$ cat src/rtl/quicksort_exerciser_if.sv
// Handshake bundle between the quicksort exerciser and a sorter.
interface quicksort_exerciser_if #(
    parameter int ARR_WIDTH = 4,
    parameter int ELEM_BITS = 4
);
    logic [ARR_WIDTH*ELEM_BITS-1:0] array_out;
    logic                           enable_out;
    logic [3:0]                     hi_ind;
    logic [3:0]                     lo_ind;
    logic                           array_valid_in;
    logic [ARR_WIDTH*ELEM_BITS-1:0] sorted_array_in;

    modport master (
        output array_out, enable_out, hi_ind, lo_ind,
        input  array_valid_in, sorted_array_in
    );

    modport slave (
        input  array_out, enable_out, hi_ind, lo_ind,
        output array_valid_in, sorted_array_in
    );
endinterface

$ cat src/rtl/quicksort_exerciser.sv
// Exhaustive stimulus engine and checker for a quicksort sorter.
module quicksort_exerciser #(
    parameter int ARR_WIDTH  = 4,
    parameter int ELEM_BITS  = 4,
    parameter int VAL_BITS   = 3,
    parameter int GAP_CYCLES = 2,
    parameter int TIMEOUT    = 1024
) (
    input  logic                           clock,
    input  logic                           reset,
    input  logic                           start,
    quicksort_exerciser_if.master          bus,
    output logic                           busy,
    output logic                           done,
    output logic [31:0]                    pass_count,
    output logic [31:0]                    fail_count,
    output logic [31:0]                    timeout_count,
    output logic [ARR_WIDTH*ELEM_BITS-1:0] first_fail,
    output logic                           first_fail_valid
);
    localparam int AW = ARR_WIDTH * ELEM_BITS;
    localparam int VW = ARR_WIDTH * VAL_BITS;
    localparam int SW = ELEM_BITS + $clog2(ARR_WIDTH);

    typedef enum logic [2:0] {IDLE, DRIVE, CHECK, GAP, DONE} state_t;

    state_t        state;
    state_t        state_next;
    logic [VW-1:0] vec;
    logic [AW-1:0] vec_arr;
    logic [AW-1:0] result;
    logic [31:0]   tick;
    logic          clear;
    logic          latch;
    logic          pass_inc;
    logic          fail_inc;
    logic          to_inc;
    logic          vec_inc;
    logic          in_order;
    logic [SW-1:0] sum_in;
    logic [SW-1:0] sum_out;

    always_comb begin
        vec_arr = '0;
        for (int k = 0; k < ARR_WIDTH; k++)
            vec_arr[k*ELEM_BITS +: ELEM_BITS] =
                ELEM_BITS'(vec[k*VAL_BITS +: VAL_BITS]);
    end

    // Element 0 lives in the top field, so field f+1 precedes field f.
    always_comb begin
        in_order = 1'b1;
        sum_in   = '0;
        sum_out  = '0;
        for (int i = 0; i < ARR_WIDTH; i++) begin
            sum_in  = sum_in + SW'(vec_arr[i*ELEM_BITS +: ELEM_BITS]);
            sum_out = sum_out + SW'(result[i*ELEM_BITS +: ELEM_BITS]);
        end
        for (int i = 0; i + 1 < ARR_WIDTH; i++)
            if (result[(i+1)*ELEM_BITS +: ELEM_BITS] >
                result[i*ELEM_BITS +: ELEM_BITS])
                in_order = 1'b0;
    end

    always_ff @(posedge clock) begin
        if (!reset)
            state <= IDLE;
        else
            state <= state_next;
    end

    always_comb begin
        state_next = state;
        clear      = 1'b0;
        latch      = 1'b0;
        pass_inc   = 1'b0;
        fail_inc   = 1'b0;
        to_inc     = 1'b0;
        vec_inc    = 1'b0;
        unique case (state)
            IDLE, DONE: begin
                if (start) begin
                    clear      = 1'b1;
                    state_next = DRIVE;
                end
            end
            DRIVE: begin
                if (bus.array_valid_in) begin
                    latch      = 1'b1;
                    state_next = CHECK;
                end else if (tick == 32'(TIMEOUT - 1)) begin
                    fail_inc   = 1'b1;
                    to_inc     = 1'b1;
                    state_next = GAP;
                end
            end
            CHECK: begin
                if (in_order && sum_in == sum_out)
                    pass_inc = 1'b1;
                else
                    fail_inc = 1'b1;
                state_next = GAP;
            end
            GAP: begin
                if (tick + 32'd1 >= 32'(GAP_CYCLES) && !bus.array_valid_in) begin
                    if (&vec) begin
                        state_next = DONE;
                    end else begin
                        vec_inc    = 1'b1;
                        state_next = DRIVE;
                    end
                end
            end
            default: state_next = IDLE;
        endcase
    end

    always_ff @(posedge clock) begin
        if (!reset) begin
            vec              <= '0;
            result           <= '0;
            tick             <= '0;
            pass_count       <= '0;
            fail_count       <= '0;
            timeout_count    <= '0;
            first_fail       <= '0;
            first_fail_valid <= 1'b0;
        end else begin
            // tick measures time spent in the current state
            if (state_next != state)
                tick <= '0;
            else if (tick != '1)
                tick <= tick + 32'd1;
            if (clear) begin
                vec              <= '0;
                pass_count       <= '0;
                fail_count       <= '0;
                timeout_count    <= '0;
                first_fail       <= '0;
                first_fail_valid <= 1'b0;
            end
            if (latch)
                result <= bus.sorted_array_in;
            if (vec_inc)
                vec <= vec + 1'b1;
            if (pass_inc && pass_count != '1)
                pass_count <= pass_count + 32'd1;
            if (fail_inc && fail_count != '1)
                fail_count <= fail_count + 32'd1;
            if (to_inc && timeout_count != '1)
                timeout_count <= timeout_count + 32'd1;
            if (fail_inc && !first_fail_valid) begin
                first_fail       <= vec_arr;
                first_fail_valid <= 1'b1;
            end
        end
    end

    assign bus.enable_out = (state == DRIVE);
    assign bus.array_out  = vec_arr;
    assign bus.hi_ind     = 4'(ARR_WIDTH - 1);
    assign bus.lo_ind     = 4'd0;
    assign busy           = (state == DRIVE) || (state == CHECK) || (state == GAP);
    assign done           = (state == DONE);
endmodule

$ cat src/flat_wrapper.sv
// flat-port wrapper written by rule: the top's interface ports become plain ports
module quicksort_exerciser_flat 
#(
    parameter int ARR_WIDTH  = 4,
    parameter int ELEM_BITS  = 4,
    parameter int VAL_BITS   = 3,
    parameter int GAP_CYCLES = 2,
    parameter int TIMEOUT    = 1024
)
  (clock, reset, start, busy, done, pass_count, fail_count, timeout_count, first_fail, first_fail_valid, bus_array_out, bus_enable_out, bus_hi_ind, bus_lo_ind, bus_array_valid_in, bus_sorted_array_in);
  quicksort_exerciser_if #(.ARR_WIDTH(ARR_WIDTH), .ELEM_BITS(ELEM_BITS)) bus_i ();
  input  logic clock;
  input  logic reset;
  input  logic start;
  output logic busy;
  output logic done;
  output logic [31:0] pass_count;
  output logic [31:0] fail_count;
  output logic [31:0] timeout_count;
  output logic [ARR_WIDTH*ELEM_BITS-1:0] first_fail;
  output logic first_fail_valid;
  output wire logic [$bits(bus_i.array_out)-1:0] bus_array_out;
  output wire logic [$bits(bus_i.enable_out)-1:0] bus_enable_out;
  output wire logic [$bits(bus_i.hi_ind)-1:0] bus_hi_ind;
  output wire logic [$bits(bus_i.lo_ind)-1:0] bus_lo_ind;
  input wire logic [$bits(bus_i.array_valid_in)-1:0] bus_array_valid_in;
  input wire logic [$bits(bus_i.sorted_array_in)-1:0] bus_sorted_array_in;
  assign bus_array_out = bus_i.array_out;
  assign bus_enable_out = bus_i.enable_out;
  assign bus_hi_ind = bus_i.hi_ind;
  assign bus_lo_ind = bus_i.lo_ind;
  assign bus_i.array_valid_in = bus_array_valid_in;
  assign bus_i.sorted_array_in = bus_sorted_array_in;
  quicksort_exerciser #(.ARR_WIDTH(ARR_WIDTH), .ELEM_BITS(ELEM_BITS), .VAL_BITS(VAL_BITS), .GAP_CYCLES(GAP_CYCLES), .TIMEOUT(TIMEOUT)) u_core (.clock(clock), .reset(reset), .start(start), .bus(bus_i), .busy(busy), .done(done), .pass_count(pass_count), .fail_count(fail_count), .timeout_count(timeout_count), .first_fail(first_fail), .first_fail_valid(first_fail_valid));
endmodule
$ cat config.mk
export PLATFORM = sky130hd
export DESIGN_NAME = quicksort_exerciser_flat
export DESIGN_NICKNAME = d
export VERILOG_FILES = /design/src/rtl/quicksort_exerciser_if.sv /design/src/rtl/quicksort_exerciser.sv /design/src/flat_wrapper.sv
export SDC_FILE = /design/constraint.sdc
export NUM_CORES = 1
export LEC_CHECK = 0
export BUFFER_PORTS_ARGS = -buffer_cell sky130_fd_sc_hd__buf_2
export CAP_MARGIN = 20
export CORE_MARGIN = 5
export CORE_UTILIZATION = 37
export CTS_CLUSTER_DIAMETER = 40
export CTS_CLUSTER_SIZE = 25
export DETAILED_ROUTE_END_ITERATION = 8
export PLACE_DENSITY_LB_ADDON = 0.08
export REMOVE_ABC_BUFFERS = 1
export SKIP_CTS_REPAIR_TIMING = 1
export SYNTH_ARGS = -nofsm -noshare
export SYNTH_HDL_FRONTEND = slang
export SYNTH_SLANG_ARGS = --single-unit
$ cat constraint.sdc
create_clock -name clock -period 5.43 [get_ports clock]
set_input_delay 0.543 -clock clock [delete_from_list [all_inputs] [get_ports clock]]
set_output_delay 0.543 -clock clock [all_outputs]
set_load 0.02 [all_outputs]
== Word-level counts from Yosys, hierarchy flattened ==
Index checks and enable logic that the tools add are counted.
Word-level totals
  register bits: 172
  latch bits: 0
  memory bits (writable): 0
  ROM bits: 0
  logic and storage cells: 88
  memories: 0
Cells by class
  add/sub/neg operators: 11
  $mul: 0
  divide/modulo/power cells: 0
  magnitude comparators: 4
  equal/unequal tests: 11
  shift-type cells: 0
  muxes and demuxes: 33
  bitwise operators: 1
  reductions and logical operators: 19
Operators with widths (number)
  adder 32 x 1 -> 32 bit, second input constant: 4
  2-to-1 mux 32 bit: 4
  != test 32 bit, second input constant: 4
  equality test 32 x 10 -> 1 bit, second input constant: 1
  greater-or-equal comparator 32 x 2 -> 1 bit, second input constant: 1
  2-to-1 mux 15 bit: 2
  2-to-1 mux 12 bit: 2
  2-to-1 mux 1 bit: 18
  2-to-1 mux 3 bit: 5
  adder 12 x 1 -> 12 bit, second input constant: 1
  adder 6 x 3 -> 6 bit: 2
  adder 6 x 4 -> 6 bit: 2
  > comparator 4 bit: 3
  one-hot mux 3 bit (4 select lines): 1
  AND reduction 12 bit: 1
  nonzero test 2 bit: 5
  equality test 3 x 2 -> 1 bit, second input constant: 2
  equality test 6 bit: 1
  logical AND 1 bit: 6
  adder 4 x 4 -> 5 bit: 1
  adder 3 x 3 -> 4 bit: 1
  OR reduction 2 bit: 2
  equality test 3 x 1 -> 1 bit, second input constant: 1
  equality test 3 bit, second input constant: 1
  6 further kinds: 8

== Logic depth before layout (Yosys ltp) ==
Gate-level depths: netlist (run 1).
  depth after elaboration: 9
  gate-level depth with buffers: 19

== Worst setup path before layout (run 1) ==
OpenSTA, ideal clock, no wires.
  path type: register -> register
  start point: register u_core.vec[0]
  end point: register u_core.pass_count[7]
  library setup time: 115 ps
  data arrival time: 4175 ps
  required time: 5315 ps
  setup slack: 1140 ps
  stages on the path, launching flop included: 17
  buffers on the path: 1
  cell sequence: dfxtp_1 > ha_1 > inv_1 > fa_1 > fa_1 > inv_1 > ha_1 > inv_1 > fa_1 > xor2_1 > a21o_1 > a211oi_1 > nand3_1 > or2_2 > clkbuf_1 > o311a_1 > o21a_1
Between the ends
  longest elaborated chain between the ends: 9
  elaborated cells on any way between the ends: 10
  those cells by class: 3 x add/sub; 1 x eq/ne; 3 x mux; 3 x reduce/logical
RTL lines
  start: declaration: RTL line quicksort_exerciser.sv:29  | logic [VW-1:0] vec;
  start signal: assignment: RTL line quicksort_exerciser.sv:145  | vec <= vec + 1'b1;
  adder 3 x 3 -> 4 bit (*): RTL line quicksort_exerciser.sv:56  | sum_in = sum_in + SW'(vec_arr[i*ELEM_BITS +: ELEM_BITS]);
  adder 6 x 3 -> 6 bit (*) (2 in a row): RTL line quicksort_exerciser.sv:56
  equality test 6 bit (*): RTL line quicksort_exerciser.sv:98  | if (in_order && sum_in == sum_out)
  logical AND 1 bit (*): RTL line quicksort_exerciser.sv:98
  2-to-1 mux 1 bit (*): RTL line quicksort_exerciser.sv:98
  2-to-1 mux 1 bit (*): RTL line quicksort_exerciser.sv:80  | unique case (state)
  logical AND 1 bit (*): RTL line quicksort_exerciser.sv:146  | if (pass_inc && pass_count != '1)
  2-to-1 mux 32 bit or nonzero test 2 bit (tied branches)
  end signal: assignment: RTL line quicksort_exerciser.sv:147  | pass_count <= pass_count + 32'd1;
  end: declaration: RTL line quicksort_exerciser.sv:15  | output logic [31:0] pass_count,
Mark *: on every way between the ends. The rest lies on a longest branch, timed or not.
A chain may end at the register's enable or synchronous reset.

== Final worst setup path (run 1) ==
  start point: register u_core.vec[0]
  end point: register u_core.pass_count[31]
The elaborated chain is that of the path after synthesis.

==> results.md, run 1 <==
- Worst path cell trace: ha_1 > inv_1 > fa_1 > fa_1 > inv_1 > ha_1 > inv_1 > fa_1 > xor2_1 > a21o_1 > a211oi_1 > nand3_1 > buf_4 > or2_2 > or4_1 > a21oi_1
- Worst EP arrival: 4.93 ns
- Htree depth: 4
- Die ar.: 0.03162 sq mm
- Setup TNS: 0 ns
- Minimum clock period: 4.563 ns
- Total GRT Usage: 0.1891
- Layout cells sized above 1: 0.1689
- Max IR drop VDD: 160.1 uV
- Worst reg2reg startpoint: u_core.vec[0]
- Crit Path Class: reg -> reg
- Syn Area/Cell: 7.943 sq um
- Warnings, synthesis: 0
- CP max stage cell: or4_1
- R2r setup slk: about 0.87 ns
- Synth top area cells: dfxtp_1, nand2_1, a21oi_1
- M3 GR Usage: 0.03366
- Hold_sp: bus_sorted_array_in[13]
- Fmax: 219.1 MHz
- Synth Cell Area: approximately 0.010 sq mm
- Num CTS Buffers: 17
- Max transition margin: 0.2543
- Crit path max fanout: 23
- Grt peak-use layer: met2
- Startpoint Class: flip-flop
- Ys flop type: dfxtp_1
- Crit path capture type: flip-flop
- Synth Instances: 1312
- Yosys reg bits: about 170
- Pin count of the biggest net entering global routing: 54
- Status: complete, no violations
- Hold Crit Depth: 3
- CTS root buf: clkbuf_16
- Iter 0 DRT Violations: 605
- Buf/Inv on CP: 4
- Final instance count without filler cells: 1793
- Synth area leader: dfxtp_1
- DR vias: ~9800
- RSZ-0062 raised after global routing: no
- Sequential-to-total area share from yosys stat: 0.3304
- Worst-Skew Late Latency: 0.43 ns
- DRC viols: 0
- GRT overflow: 0
- Routed WL per cell: 16.78 microns
- Diode count: 0
- R2r endpoint: u_core.pass_count[31]
- Asr flop ratio synth: 0
- Peak per-stage delay on the critical path: 0.54 ns
- DPL Wire Length: around 22000 microns
- Met2 Track Usage GR: 0.3159
- Slew @ Worst Pin: 1.110 ns
- Setup-failing EPs final: 0
- Final nets: about 1500
- Dpl cells: 1762
- Core area: 0.02778 sq mm
- DR vias/cell: between 5 and 6
- Area Overhead vs Synth: 13.95%
- Power density cells: 236.2 mW/mm^2
- Die H: 177.8 microns
- Fin. max-slew vios: 0
- Port bufs: 143
- Yosys top cell area share: 0.3304
- Netlist cell types: 79
- Post-synth EDFFs: 0
- Met1 Use GR: 0.2573
- LEAKAGE: 4.582 nW
- Num Clock Sinks: ~170
- Worst path top cell family by delay: adder cells
- Setup Skew: around 0.015 ns
- ANT nets after route: 0
- # rows: 61
- R2R depth: 16
- Routed WL: approximately 30000 microns
- Drt pass-1 iters: 6
- Endpoints failing hold: 0
- Starting Density: 0.3751
- Worst-case clock buffer depth: 2
- Maxcap violations: 0
- Min-Delay Endpoint: u_core.result[13]
- Final period utilization: 0.8404
- Fill count: 2950
- Initial antenna violation count: 0
- Tightest Hold Check Type: in -> reg
- Ports: 160
- First-pass GRT wire length: 48980 microns
- Chip width: 177.8 microns
- Worst path required time: approximately 5.8 ns
- Gp weighted congestion: 0.8441
- Vias in the first global route: 9311
- TritonCTS clock tree: built
- CTS clk-pin slew, worst paths: 0.07 ns
power by group:
part	switching [mW]	leakage, nW	internal [mW]	total (mW)
combinational	0.191	2.91	0.0795	0.270
clock	0.564	0.287	0.687	1.25
sequential	0.0134	1.39	1.27	1.28
logic make-up (layout without fill, tap and decap cells):
family          Yosys count  after routing  synth area share
other cells               2             16         0.0007206
xor+xnor                 49             49           0.04250
compound gates          293            293            0.1856
fa+ha+maj                43             43           0.05955
buf+inv                 156            245           0.06807
simple gates            585            585            0.3014
mux                      12             12           0.01177
flops                   172            172            0.3304
per-stage QoR:
stage          area [sq um]  hold slack, ns  setup slack, ns  total power, mW  utilization
2_1_floorplan          9975          0.4363          0.03875            1.488            -
6_report              11880          0.3461           0.8666            2.805       0.4274
3_5_place_dp          11290          0.4540           0.8443            1.588       0.4062
4_1_cts               11880          0.3290           0.8291            2.845       0.4274
5_1_grt               11880          0.3513           0.5735            2.925       0.4274
3_3_place_gp          11290          0.4515           0.9438            1.586       0.4062
worst max path at each step:
stage / from / end / depth (start not counted)
6_report: u_core.vec[0] / u_core.pass_count[31] / 16
5_1_grt: u_core.vec[0] / u_core.first_fail[0] / 15
4_1_cts: u_core.vec[0] / u_core.pass_count[31] / 16
3_5_place_dp: u_core.vec[0] / u_core.pass_count[31] / 16
3_3_place_gp: u_core.vec[0] / u_core.pass_count[31] / 16
2_1_floorplan: u_core.vec[0] / u_core.fail_count[29] / 15
layer usage:
metal | up-vias | part of all wire
met5 | - | 0
met2 | 228 | 0.46
met4 | 0 | 0.013
li1 | 4905 | -
met1 | 4633 | 0.48
met3 | 24 | 0.047
synthesized netlist by cell type, drive strengths merged (11+ instances only):
master and instances:
fa 11, a21oi 114, and2 15, ha 32
o21a 20, inv 56, clkbuf 56, a31oi 21
and3 45, o21ai 51, buf 44, nor3b 12
nand3 84, nor3 36, dfxtp 172, nor4 30
and4 14, nand2 127, nand4 42, or3 25
xnor2 28, nor2 88, nand2b 13, xor2 20
nor2b 14
placed cells by master (no fill, tap or decap), types with 17 or more instances in the layout:
master	instances
dfxtp_1	172
buf_2	143
nand2_1	126
a21oi_1	92
nor2_1	88
nand3_1	83
inv_1	55
o21ai_0	49
and3_1	45
nand4_1	41
nor3_1	35
ha_1	32
xnor2_1	28
nor4_1	27
or3_1	25
a21oi_2	22
a31oi_1	21
xor2_1	20
o21a_1	20
clkbuf_16	17
final cells by class:
class                   instances  area (sq um)  share of cell area
multi-input cells             998          6331              0.5331
flip-flops and latches        172          3443              0.2900
repair buffers                158         828.3             0.06975
well taps                     378         473.0             0.03983
clock buffers                  17         425.4             0.03582
inverters                      56         210.2             0.01770
clock inverters                14         163.9             0.01380
flip-flops by register name, indices dropped and copies added, names as in the netlist:
signal / flops
u_core.tick: 32
u_core.first_fail: 12
u_core.pass_count: 32
u_core.state: 3
u_core.result: 16
u_core.vec: 12
u_core.timeout_count: 32
u_core.first_fail_valid: 1
u_core.fail_count: 32
tightest hold or removal path, stage by stage:
cell and delay, ns:
buf_2 0.09, nand2_1 0.04, a21oi_1 0.05
No activity file was read; power rests on OpenSTA's default activity.
==> run 2, diff against run 1 <==
==> constraint.sdc (replaced) <==
create_clock -name clock -period 4.6 [get_ports clock]
set_input_delay 0.46 -clock clock [delete_from_list [all_inputs] [get_ports clock]]
set_output_delay 0.46 -clock clock [all_outputs]
set_load 0.02 [all_outputs]
==> results.md, run 2 (synthesis gave the netlist of run 1 again) <==
- Max IR drop VDD: 166.2 uV
- Fin. max-slew vios: 0
- RSZ-0062 raised after global routing: no
- LEAKAGE: 4.668 nW
- Peak per-stage delay on the critical path: 0.52 ns
- Routed WL: 29990 microns
- Minimum clock period: 4.207 ns
- Multi-input gate area: 0.006334 sq mm
- Die H: 177.8 microns
- Endpoints failing hold: 0
- Power density cells: 279.7 mW/mm^2
- Core area: 0.02778 sq mm
- Buf/Inv on CP: 3
- Die ar.: 0.03162 sq mm
- Worst path top cell family by delay: adder cells
- Setup TNS: 0 ns
- DR vias/cell: 5.474
- Final WS setup: 0.3934 ns
- Fill count: 2949
- CP max stage cell: or4_1
- DPL Wire Length: 21860 microns
- Worst-case clock buffer depth: 2
- Fmax: 237.7 MHz
- FF/Latch Area: 0.003443 sq mm
- Status: complete, no violations
- Crit path max fanout: 23
- Worst path cell trace: ha_1 > inv_1 > fa_1 > fa_1 > inv_1 > ha_1 > inv_1 > fa_1 > xnor2_1 > nor4_1 > o2111a_1 > nand3_1 > or2_4 > or4_1 > a21oi_1
- Starting Density: 0.3751
- Iter 0 DRT Violations: 539
- Htree depth: 4
- Most frequent cells in the layout: dfxtp_1, buf_2, nand2_1
- DR vias: just under 10000
- Initial antenna violation count: 0
- Final hold slack: 0.2634 ns
- Worst path required time: 4.96 ns
- Max transition margin: 0.3128
- # rows: 61
- Total GRT Usage: 0.1879
- First-pass GRT wire length: 48630 microns
- Chip width: 177.8 microns
- CTS root buf: clkbuf_16
- Most common cell after layout, fill and taps aside: dfxtp_1
- TritonCTS clock tree: built
- Setup Skew: between 0.01 and 0.015 ns
- Dpl cells: 1774
- Num Clock Sinks: 172
- ANT nets after route: 0
- Area Overhead vs Synth: 15.26%
- Gp weighted congestion: 0.8429
- Drt pass-1 iters: 6
- Final period utilization: 0.9145
- Setup-failing EPs final: 0
- Vias in the first global route: 9207
- Port bufs: about 140
- Slew @ Worst Pin: 1.023 ns
- Final instance count without filler cells: 1806
- Layout cells sized above 1: 0.1765
- Final nets: 1478
- Crit path capture type: flip-flop
- DRC viols: 0
- Num CTS Buffers: 17
- Routed WL per cell: 16.61 microns
- Maxcap violations: 0
- Crit Path Class: reg -> reg
- Tightest Hold Check Type: in -> reg
- Dpl ws: between 0.2 and 0.25 ns
- Worst-Skew Late Latency: 0.43 ns
- Pin count of the biggest net entering global routing: 53
- Worst EP arrival: roughly 4.6 ns
- CTS clk-pin slew, worst paths: 0.07 ns
- Diode count: 0
- Total power: 3.360 mW
- Startpoint Class: flip-flop
- Ports: 160
- GRT overflow: 0
==> run 2: cell count changes in the layout (fill, tap and decap cells not counted) <==
| cell | delta |
|---|---|
| clkinv_8 | -1 |
| buf_4 | +10 |
| clkinvlp_4 | -1 |
| inv_8 | +1 |
| or2_4 | +1 |
| inv_6 | +1 |
| clkinv_2 | -1 |
| or2_2 | -1 |
| buf_12 | +2 |
| clkbuf_8 | +2 |
==> run 2: per-stage QoR <==
step,utilization,cell area (sq um)
final,0.4324,12010
after global routing,0.4324,12010
after CTS,0.4323,12010
after detailed placement,0.4104,11400
after global placement,0.4104,11400
after floorplan,-,9975
==> run 2: path summary, 6_finish.rpt <==
path                           from                     to  slack (ns)  cells after the start
max                   u_core.vec[3]  u_core.pass_count[31]        0.39                     15
min          bus_sorted_array_in[7]       u_core.result[7]        0.26                      3
max reg2reg           u_core.vec[3]  u_core.pass_count[31]        0.39                     15
min reg2reg       u_core.result[12]      u_core.result[12]        0.46                      2
==> run 2: layout make-up <==
type	count	area share
Clock buffer	19	0.03771
Clock inverter	13	0.01292
Inverter	56	0.01750
Multi-Input combinational cell	998	0.5273
Sequential cell	172	0.2867
Tap cell	378	0.03938
Timing Repair Buffer	170	0.07854
==> run 2: worst register-to-register path, delay by kind of cell (launching register included) <==
| kind | cells | cell delay [ns] |
|---|---|---|
| fa+ha+maj | 5 | 1.74 |
| simple gates | 4 | 1.28 |
| flops | 1 | 0.41 |
| compound gates | 2 | 0.40 |
| buf+inv | 3 | 0.17 |
| xor+xnor | 1 | 0.13 |
==> run 2: per-layer routing <==
| layer | GRT usage | vias to the layer above | routed length [microns] |
|---|---|---|---|
| met4 | 0.03319 | 0 | 258 |
| met1 | 0.2622 | 4738 | 14670 |
| met2 | 0.3071 | 196 | 13900 |
| met3 | 0.03536 | 14 | 1166 |
| li1 | - | 4938 | - |
| met5 | 0 | - | 0 |
==> run 2: where the power goes <==
part | switching (mW) | internal (mW) | leakage [nW] | total (mW)
sequential | 0.0156 | 1.50 | 1.39 | 1.52
clock | 0.663 | 0.846 | 0.301 | 1.51
combinational | 0.229 | 0.107 | 2.98 | 0.336
total | 0.908 | 2.45 | 4.67 | 3.36
==> run 3, diff against run 2 <==
--- a/config.mk
+++ b/config.mk
@@ -7,7 +7,7 @@
 export LEC_CHECK = 0
 export BUFFER_PORTS_ARGS = -buffer_cell sky130_fd_sc_hd__buf_2
 export CAP_MARGIN = 20
-export CORE_MARGIN = 5
+export CORE_MARGIN = 2
 export CORE_UTILIZATION = 37
 export CTS_CLUSTER_DIAMETER = 40
 export CTS_CLUSTER_SIZE = 25
==> constraint.sdc (replaced) <==
create_clock -name clock -period 3.6 [get_ports clock]
set_input_delay 0.36 -clock clock [delete_from_list [all_inputs] [get_ports clock]]
set_output_delay 0.36 -clock clock [all_outputs]
set_load 0.02 [all_outputs]
==> results.md, run 3 (synthesis gave the netlist of run 1 again) <==
- Max IR drop VDD: 300.3 uV
- Hold_sp: bus_sorted_array_in[6]
- RSZ-0062 raised after global routing: yes
- Final nets: 1576
- DR vias: approximately 10000
- CTS clk-pin slew, worst paths: around 0.080 ns
- DPL Wire Length: 22180 microns
- Maxcap violations: 0
- Starting Density: 0.3751
- Vias in the first global route: 9438
- Crit Path Class: reg -> reg
- Htree depth: 4
- Fin. max-slew vios: 0
- Core area: 0.02778 sq mm
- Crit path max fanout: 5
- Placed cell areas: between 0.01 and 0.015 sq mm
- DRC viols: 0
- TritonCTS clock tree: built
- Worst reg2reg startpoint: u_core.result[0]
- LEAKAGE: 5.279 nW
- Peak per-stage delay on the critical path: 0.49 ns
- Iter 0 DRT Violations: 565
- Die H: 171.8 microns
- Num CTS Buffers: 17
- Worst path cell trace: ha_4 > fa_1 > inv_2 > fa_1 > inv_1 > ha_2 > fa_1 > xnor2_2 > nor4_2 > o2111a_2 > a21boi_2 > buf_6 > buf_6 > o21bai_4 > buf_12 > clkbuf_16 > and3_4 > o21a_1
- Final instance count without filler cells: 1904
- GRT overflow: 0
- Fmax: 248.5 MHz
- Gp weighted congestion: 0.8256
- Status: finished, violations left
- Tightest Hold Check Type: in -> reg
- Hold Crit Depth: 3
- Port bufs: 143
- Most frequent cells in the layout: dfxtp_1, buf_2, nand2_1
- Ports: 160
- Most common cell after layout, fill and taps aside: dfxtp_1
- Routed WL: 32030 microns
- Layout cells sized above 1: 0.2739
- CP startpoint: u_core.result[0]
- Fill count: 2796
- CTS root buf: clkbuf_16
- Num Clock Sinks: roughly 170
- Setup Skew: 0.01423 ns
- Diode count: 0
- Drt pass-1 iters: 5
- Area Overhead vs Synth: 29.35%
- Setup-failing EPs final: 76
- FF/Latch Area: 0.003450 sq mm
- Max transition margin: 0.3768
- DR vias/cell: 5.405
- Total GRT Usage: 0.2071
- Crit path capture type: flip-flop
- Pin count of the biggest net entering global routing: 53
- Initial antenna violation count: 0
- Endpoints failing hold: 0
- Final period utilization: 1.118
- Die ar.: 0.02952 sq mm
- Worst EP arrival: around 4.4 ns
- Chip width: 171.8 microns
- ANT nets after route: 0
- Dpl cells: 1843
- Routed WL per cell: 16.82 microns
- Multi-input gate area: just under 0.007 sq mm
- Worst path required time: between 3 and 4 ns
- R2R depth: 18
- Final WS setup: -0.4234 ns
- First-pass GRT wire length: 49160 microns
- Worst-case clock buffer depth: 2
- Worst-Skew Late Latency: 0.44 ns
- Slew @ Worst Pin: 0.9276 ns
- CP max stage cell: fa_1
- Most used cell, CP: fa_1
- Post-route cell area: 0.01348 sq mm
- Power density cells: 329.0 mW/mm^2
- Minimum clock period: around 4 ns
- # rows: 61
- Violated checks: negative setup slack
- Startpoint Class: flip-flop
[run 3: cell count changes in the layout (fill, tap and decap cells not counted), sizes merged]
cell and delta:
bufinv -1, clkbuf +6, buf +93, clkinv -1
clkinvlp +1
[run 3: area by class of cell]
| class | count | area share |
|---|---|---|
| multi-input cells | 998 | 0.5032 |
| flip-flops and latches | 172 | 0.2559 |
| repair buffers | 268 | 0.1468 |
| well taps | 378 | 0.03508 |
| clock buffers | 20 | 0.03388 |
| inverters | 56 | 0.01559 |
| clock inverters | 12 | 0.009467 |
[run 3: where the power goes]
group          switching [mW]  internal, mW  total, mW  leakage [nW]
registers              0.0147          1.92       1.93          1.39
logic                   0.367         0.263      0.630          3.61
clock network           0.861          1.01       1.87         0.285
[run 3: per-stage QoR]
stage                       util  hold WS [ns]  setup TNS [ns]  total power, mW  setup WS (ns)
after floorplan                -        0.4363          -73.26            2.245         -1.791
after global placement    0.4304        0.4503          -27.64            2.467        -0.6488
after detailed placement  0.4304        0.4522          -30.57            2.468        -0.6889
after CTS                 0.4514        0.1424          -31.49            4.347        -0.6995
after global routing      0.4852        0.1601          -34.15            4.617        -0.5844
final                     0.4852        0.1598          -21.09            4.435        -0.4234
[run 3: worst paths after layout]
check | to | slack, ns
worst max-delay path | u_core.first_fail[14] | -0.42
worst min-delay path | u_core.result[6] | 0.16
worst max register to register | u_core.first_fail[14] | -0.42
worst min register to register | u_core.result[12] | 0.46
[run 3: critical path, delay by kind of cell, from the launching register on]
kind	cells	cell delay (ns)
fa+ha+maj	5	1.79
flops	1	0.34
xor+xnor	1	0.15
compound gates	4	0.73
simple gates	2	0.33
buf+inv	6	0.62
[run 3: routing by layer]
metal  global-route usage  vias up  share of wire
met5                    0        -              0
met4              0.05261        0          0.016
met3              0.03474       28          0.037
met2               0.3414      192           0.46
met1               0.2810     4936           0.48
li1                     -     5135              -
